--- src/rtl/bw_seq_multiplier.sv ---
// Iterative signed multiplier: one Baugh-Wooley partial-product row is accumulated per clock,
// and the 2*WIDTH-bit product is presented WIDTH cycles after an accepted start.
module bw_seq_multiplier #(
    parameter int WIDTH = 8
) (
    input  logic                      clk_in,
    input  logic                      rst_n_in,
    input  logic                      start_in,
    input  logic signed [WIDTH-1:0]   a_in,
    input  logic signed [WIDTH-1:0]   b_in,
    output logic                      busy_out,
    output logic                      done_out,
    output logic signed [2*WIDTH-1:0] p_out
);

    localparam int PW = 2 * WIDTH;
    localparam int CW = $clog2(WIDTH);
    // The two constant 1s of the Baugh-Wooley correction are folded into the accumulator at start
    localparam logic [PW-1:0] BW_CORR = (PW'(1) << WIDTH) | (PW'(1) << (PW - 1));

    typedef enum logic [1:0] {IDLE, CALC, DONE} state_t;

    state_t                    state;
    logic signed [WIDTH-1:0]   a_q;
    logic signed [WIDTH-1:0]   b_q;
    logic        [CW-1:0]      cnt;
    logic        [PW-1:0]      acc;
    logic        [PW-1:0]      acc_next;
    logic                      last_row;

    // Unshifted modified row: sign-position term inverted on ordinary rows, magnitude terms on the last
    function automatic logic [PW-1:0] bw_row(input logic [WIDTH-1:0] a,
                                             input logic             b_bit,
                                             input logic             last);
        logic [WIDTH-1:0] r;
        r = a & {WIDTH{b_bit}};
        if (last)
            r[WIDTH-2:0] = ~r[WIDTH-2:0];
        else
            r[WIDTH-1] = ~r[WIDTH-1];
        return {{WIDTH{1'b0}}, r};
    endfunction

    assign last_row = (cnt == CW'(WIDTH - 1));

    always_comb begin
        acc_next = acc + (bw_row(a_q, b_q[cnt], last_row) << cnt);
    end

    always_ff @(posedge clk_in or negedge rst_n_in) begin
        if (!rst_n_in) begin
            state    <= IDLE;
            busy_out <= 1'b0;
            done_out <= 1'b0;
            p_out    <= '0;
            cnt      <= '0;
            acc      <= '0;
            a_q      <= '0;
            b_q      <= '0;
        end else begin
            done_out <= 1'b0;
            case (state)
                IDLE, DONE: begin
                    if (start_in) begin
                        a_q      <= a_in;
                        b_q      <= b_in;
                        cnt      <= '0;
                        acc      <= BW_CORR;
                        busy_out <= 1'b1;
                        state    <= CALC;
                    end else begin
                        state    <= IDLE;
                    end
                end
                CALC: begin
                    acc <= acc_next;
                    if (last_row) begin
                        p_out    <= acc_next;
                        done_out <= 1'b1;
                        busy_out <= 1'b0;
                        state    <= DONE;
                    end else begin
                        cnt <= cnt + CW'(1);
                    end
                end
                default: begin
                    busy_out <= 1'b0;
                    state    <= IDLE;
                end
            endcase
        end
    end

endmodule

--- config.mk ---
export PLATFORM = sky130hd
export DESIGN_NAME = bw_seq_multiplier
export DESIGN_NICKNAME = d
export VERILOG_FILES = /design/src/rtl/bw_seq_multiplier.sv
export SDC_FILE = /design/constraint.sdc
export NUM_CORES = 1
export LEC_CHECK = 0
export ABC_AREA = 1
export CORE_MARGIN = 3
export CORE_UTILIZATION = 40
export CTS_BUF_LIST = sky130_fd_sc_hd__clkbuf_4 sky130_fd_sc_hd__clkbuf_8
export DETAILED_ROUTE_END_ITERATION = 16
export DONT_BUFFER_PORTS = 1
export GPL_TIMING_DRIVEN = 0
export PLACE_DENSITY = 0.54
export SYNTH_ARGS = -nofsm -noshare
export SYNTH_HDL_FRONTEND = slang
export SYNTH_SLANG_ARGS = --single-unit
export TNS_END_PERCENT = 5
--- constraint.sdc ---
create_clock -name clk_in -period 3.4 [get_ports clk_in]
set_clock_uncertainty 0.2 [all_clocks]
set_input_delay 0.68 -clock clk_in [delete_from_list [all_inputs] [get_ports clk_in]]
set_output_delay 0.68 -clock clk_in [all_outputs]
set_load 0.05 [all_outputs]
Word-level counts from Yosys, hierarchy flattened
Index checks and enable logic that the tools add are counted.
- reduce and logical (&&, ||, !) cells: 8
- bitwise logic cells: 3
- muxes and demuxes: 17
- $lt $le $gt $ge: 1
- add/subtract/negate cells: 2
- shifts and indexed selects: 1
- equality and inequality tests: 6
- operators by type and width (operator ; count):
    one-hot mux 16 bit (2 select lines) ; 1
    adder 16 bit ; 1
    2-to-1 mux 16 bit ; 1
    << shifter 8 x 3 -> 16 bit ; 1
    AND 8 bit ; 1
    AND reduction 2 bit ; 4
    2-to-1 mux 1 bit ; 7
    2-to-1 mux 7 bit ; 1
    NOT 7 bit ; 1
    2-to-1 mux 3 bit ; 2
    inequality test 2 bit, second input constant ; 3
    one-hot mux 3 bit (2 select lines) ; 1
    less-than comparator 3 x 4 -> 1 bit, second input constant ; 1
    one-hot mux 2 bit (2 select lines) ; 1
    adder 3 x 1 -> 3 bit, second input constant ; 1
    binary-select mux 1 bit (select 3 bit) ; 1
    == test 3 bit, second input constant ; 1
    AND reduction 3 bit ; 1
    == test 2 x 1 -> 1 bit, second input constant ; 1
    == test 2 bit, second input constant ; 1
    logical NOT 2 bit ; 1
    2-to-1 mux 2 bit ; 1
    one-hot mux 1 bit (2 select lines) ; 1
    nonzero test 2 bit ; 1
    other kinds (2) ; 2
- word-level logic and storage cells: 46
- bits in registers: 55
- output and inout port bits: 18
- input bits: 19

Depth between registers and ports, before layout
- word-level depth: 8
- mapped depth: 24
- gate-level depth less buffers: 21

Least setup slack after synthesis
Ideal clock, no wire load.
- path kind: reg2reg
- start point: reg cnt[1]
- end point: reg acc[8]
- arrival time: 2.728 ns
- stages on the path, launching flop included: 17
- setup time: 0.120 ns
- setup slack: 0.353 ns
- buffers on the path: 1
- cell sequence: dfrtp_1 -> ha_1 -> ha_1 -> buf_2 -> nand4_1 -> nand2_1 -> nor4_1 -> ha_1 -> fa_1 -> nand3_1 -> nand2_1 -> a21boi_0 -> o21bai_1 -> xor2_1 -> nand2_1 -> o21ai_0 -> inv_1
- cells in the longest elaborated chain, start to end: 8
- ends and longest elaborated chain (element ; RTL line ; RTL):
    from (decl) ; 26 ; logic [CW-1:0] cnt;
    from (signal assigned) ; 83 ; cnt <= cnt + CW'(1);
    binary-select mux 1 bit (select 3 bit) ; 47 ; acc_next = acc + (bw_row(a_q, b_q[cnt], last_row) << cnt);
    2-to-1 mux 1 bit (implied by the code) ; 47 ;
    AND 8 bit ; 36 ; r = a & {WIDTH{b_bit}};
    NOT 7 bit / NOT 1 bit (equally long branches) ; 38, 40 ;
    2-to-1 mux 7 bit / 2-to-1 mux 1 bit (equally long branches) ; 37 ; if (last)
    << shifter 8 x 3 -> 16 bit (*) ; 47 ;
    adder 16 bit (*) ; 47 ;
    one-hot mux 16 bit (2 select lines) (*) ; 62 ; case (state)
    to (signal assigned) ; 76 ; acc <= acc_next;
    to (decl) ; 27 ; logic [PW-1:0] acc;
Every way passes the cells marked *; elsewhere a longest branch is shown, timed or not. The select of a mux whose other input is x is not followed.
A chain may end at the register's enable or synchronous reset.

Worst setup path in the final report
- start point: reg cnt[0]
- end point: reg acc[6]
Same word-level chain as after synthesis.

==> impl_metrics.json <==
{
  "portBuffers": 0,
  "mostFrequentLayoutCells": "nand2_1 (96), dfrtp_1 (54), nand3_1 (51)",
  "cts-buffers-inserted": 5,
  "finalHoldWorstSlack_ps": 19.3,
  "criticalPathCategory": "reg -> reg",
  "tns_ps": 0,
  "ys_ff_latch": 55,
  "grt_pass1_vias": 3018,
  "yosys.area.top_type": "dfrtp_1",
  "setup_viol": 0,
  "cts_root_buffer": "clkbuf_8",
  "synth.net_count": 479,
  "synth_area_leaders": "dfrtp_1 (40%), nand2_1 (12%), nand3_1 (9.9%)",
  "ys_warn_count": 0,
  "wl_per_cell_um": 16.0,
  "worst_slew_pin_slew_ps": 683,
  "min_period_ps": 3240,
  "drive_gt1_share_pct": 27.0,
  "initial_utilization_pct": 41.6,
  "cp.required_ps": 3380,
  "grt_start_max_net_pins": 56,
  "grt_pass1_wl_um": 14700,
  "diodes": 0,
  "rsz0062_at_grt": "yes",
  "cts.path.max_buffers": 2,
  "htree_levels": 2,
  "cap_violations": 0,
  "die_y_um": 99.2,
  "max_freq_mhz": 309,
  "drt_iter0_drc": 124,
  "drc_errors": 0,
  "ys_types": 38,
  "vias": 3011,
  "yosysTopAreaCellShare_pct": 39.6,
  "gr-total-overflow": 0,
  "slowest_stage": "dfrtp_1",
  "setup.worst_path.start_class": "register",
  "design_area_um2": 4190,
  "place_congestion": 0.874,
  "placed_cell_area_um2": 3600,
  "coreArea_um2": 8340,
  "num_rows": 33,
  "worstPathArrival_ps": 3220,
  "synth_area_um2": 3470,
  "antenna_found_initial": 0,
  "report.final.slew_viol_count": 0,
  "worstPathCellList": "buf_6, inv_4, buf_8, nand2_4, nand3_4, nand3_4, buf_8, nand4_1, nand3_2, nand3_2, nand2_1, nor2_2, ha_4, a21oi_4, nand2_2, a21boi_4, buf_4, xor2_1, o21ai_0",
  "outcome": "finished, final reports clean",
  "syn2layout_area_growth_pct": 20.6,
  "grt_use_total_pct": 18.6,
  "dp_hpwl_um": 6350,
  "clk_pin_slew_ps": 110,
  "max_stage_delay_ps": 410,
  "cts_sinks": 55,
  "finalHoldViolations": 0,
  "clock_latency_ps": 320,
  "synth.yosys.seq_area_share_pct": 39.6,
  "io_pins": 37,
  "critPathCaptureType": "register",
  "routed_wl_um": 9000,
  "vias_per_cell": 5.34,
  "layout.nets": 496,
  "slew_headroom_pct": 54.5,
  "min_period_over_period_pct": 95.2,
  "syn_inst": 441,
  "cts_tree": "yes",
  "die_w_um": 99.2,
  "hp-class": "in -> async",
  "synth.avg_cell_area_um2": 7.87,
  "ant_nets": 0,
  "drtPass1Iterations": 4,
  "dieArea_um2": 9830,
  "critPathMaxFanout": 10,
  "final_common_cell": "nand2_1"
}
-- final timing paths --
| path | depth (start not counted) | to | from | slack (ps) |
|---|---|---|---|---|
| setup reg to reg | 19 | acc[6]$_DFFE_PN0P_ | cnt[0]$_DFFE_PN0P_ | 160 |
| setup / recovery | 19 | acc[6]$_DFFE_PN0P_ | cnt[0]$_DFFE_PN0P_ | 160 |
| hold / removal | 1 | p_out[7]$_DFFE_PN0P_ | rst_n_in | 20 |
| min in group clk_in | 2 | acc[14]$_DFFE_PN0P_ | acc[14]$_DFFE_PN0P_ | 300 |
| hold reg to reg | 2 | acc[14]$_DFFE_PN0P_ | acc[14]$_DFFE_PN0P_ | 300 |
| max in group asynchronous | 1 | cnt[1]$_DFFE_PN0P_ | rst_n_in | 2720 |
-- stage by stage --
step / instances / setup slack, ps / util [%]
after global placement: 546 / -413 / 43.2
final: 564 / 165 / 50.2
after floorplan: 441 / 353 / -
after detailed placement: 546 / -416 / 43.2
after CTS: 556 / -13.6 / 45.1
after global routing: 564 / -56.2 / 50.2
-- sequential cells by signal (all words and copies together), names as in the netlist --
| name | flops |
|---|---|
| busy_out | 1 |
| cnt | 3 |
| acc | 16 |
| done_out | 1 |
| b_q | 8 |
| a_q | 8 |
| p_out | 16 |
| state | 2 |
-- layer usage --
metal	routed length, um	global-route usage, %	part of all wire, %	vias up
met5	0	0	0	-
met4	89	4.31	0.99	0
met3	244	2.24	2.7	6
met2	4240	30.2	47	41
met1	4430	26.5	49	1454
li1	-	-	-	1510
-- synth_stat cells --
| cell type | count |
|---|---|
| clkbuf_1 | 5 |
| ha_1 | 18 |
| nand2_4 | 1 |
| nand4_1 | 10 |
| nor4_1 | 1 |
| inv_2 | 2 |
| or2_2 | 1 |
| o21a_1 | 1 |
| xnor2_1 | 2 |
| nand2_1 | 109 |
| dfrtp_1 | 55 |
| buf_2 | 7 |
| a21boi_0 | 1 |
| nor2_2 | 2 |
| nand3b_1 | 1 |
| nand3_2 | 9 |
| a21oi_1 | 18 |
| o21bai_1 | 3 |
| xor2_1 | 5 |
| nor2_1 | 29 |
| a21o_1 | 2 |
| o21ai_1 | 2 |
| buf_1 | 1 |
| inv_1 | 35 |
| clkinv_1 | 2 |
| o21ai_0 | 24 |
| nand2_2 | 2 |
| mux2_2 | 9 |
| a31oi_1 | 2 |
| a32o_1 | 1 |
| buf_4 | 1 |
| nand3_4 | 2 |
| nand3_1 | 69 |
| buf_8 | 1 |
| nor3_1 | 2 |
| buf_6 | 2 |
| a22o_1 | 3 |
| fa_1 | 1 |
-- repair_timing --
item                       in CTS  in global routing
pin swaps                       1                 21
buffers inserted                1                  8
hold buffers                    1                  0
resized for setup               7                 83
hold endpoints to repair       55                  0
setup endpoints to repair      14                 22
-- critical path, delay by kind of cell, from the launching register on --
kind,cells,cell delay [ps]
flip-flops,1,410
AO/OA/AOI/OAI,3,490
XOR/XNOR,1,220
buffers and inverters,5,600
adder cells (fa/ha/maj),1,240
AND/OR/NAND/NOR,9,940
-- logic make-up (layout without fill, tap and decap cells) --
kind of cell,after synthesis,count (layout),share of synthesized area (%)
xor+xnor,7,7,1.77
buf+inv,56,74,7.17
simple gates,238,238,32.2
mux,9,9,2.92
flops,55,55,39.6
compound gates,57,57,9.26
fa+ha+maj,19,19,7.06
-- cell type report --
type / count / area, um2
inverters: 39 / 150
flip-flops and latches: 55 / 1380
multi-input cells: 330 / 2220
clock buffers: 7 / 96.3
plain buffers: 17 / 110
repair buffers: 10 / 95.1
well taps: 105 / 131
fillers: 824 / 4150
clock inverters: 1 / 7.51
Power is not shown: default switching activity piles up to over one toggle a cycle in this logic, so the estimate is an artifact.
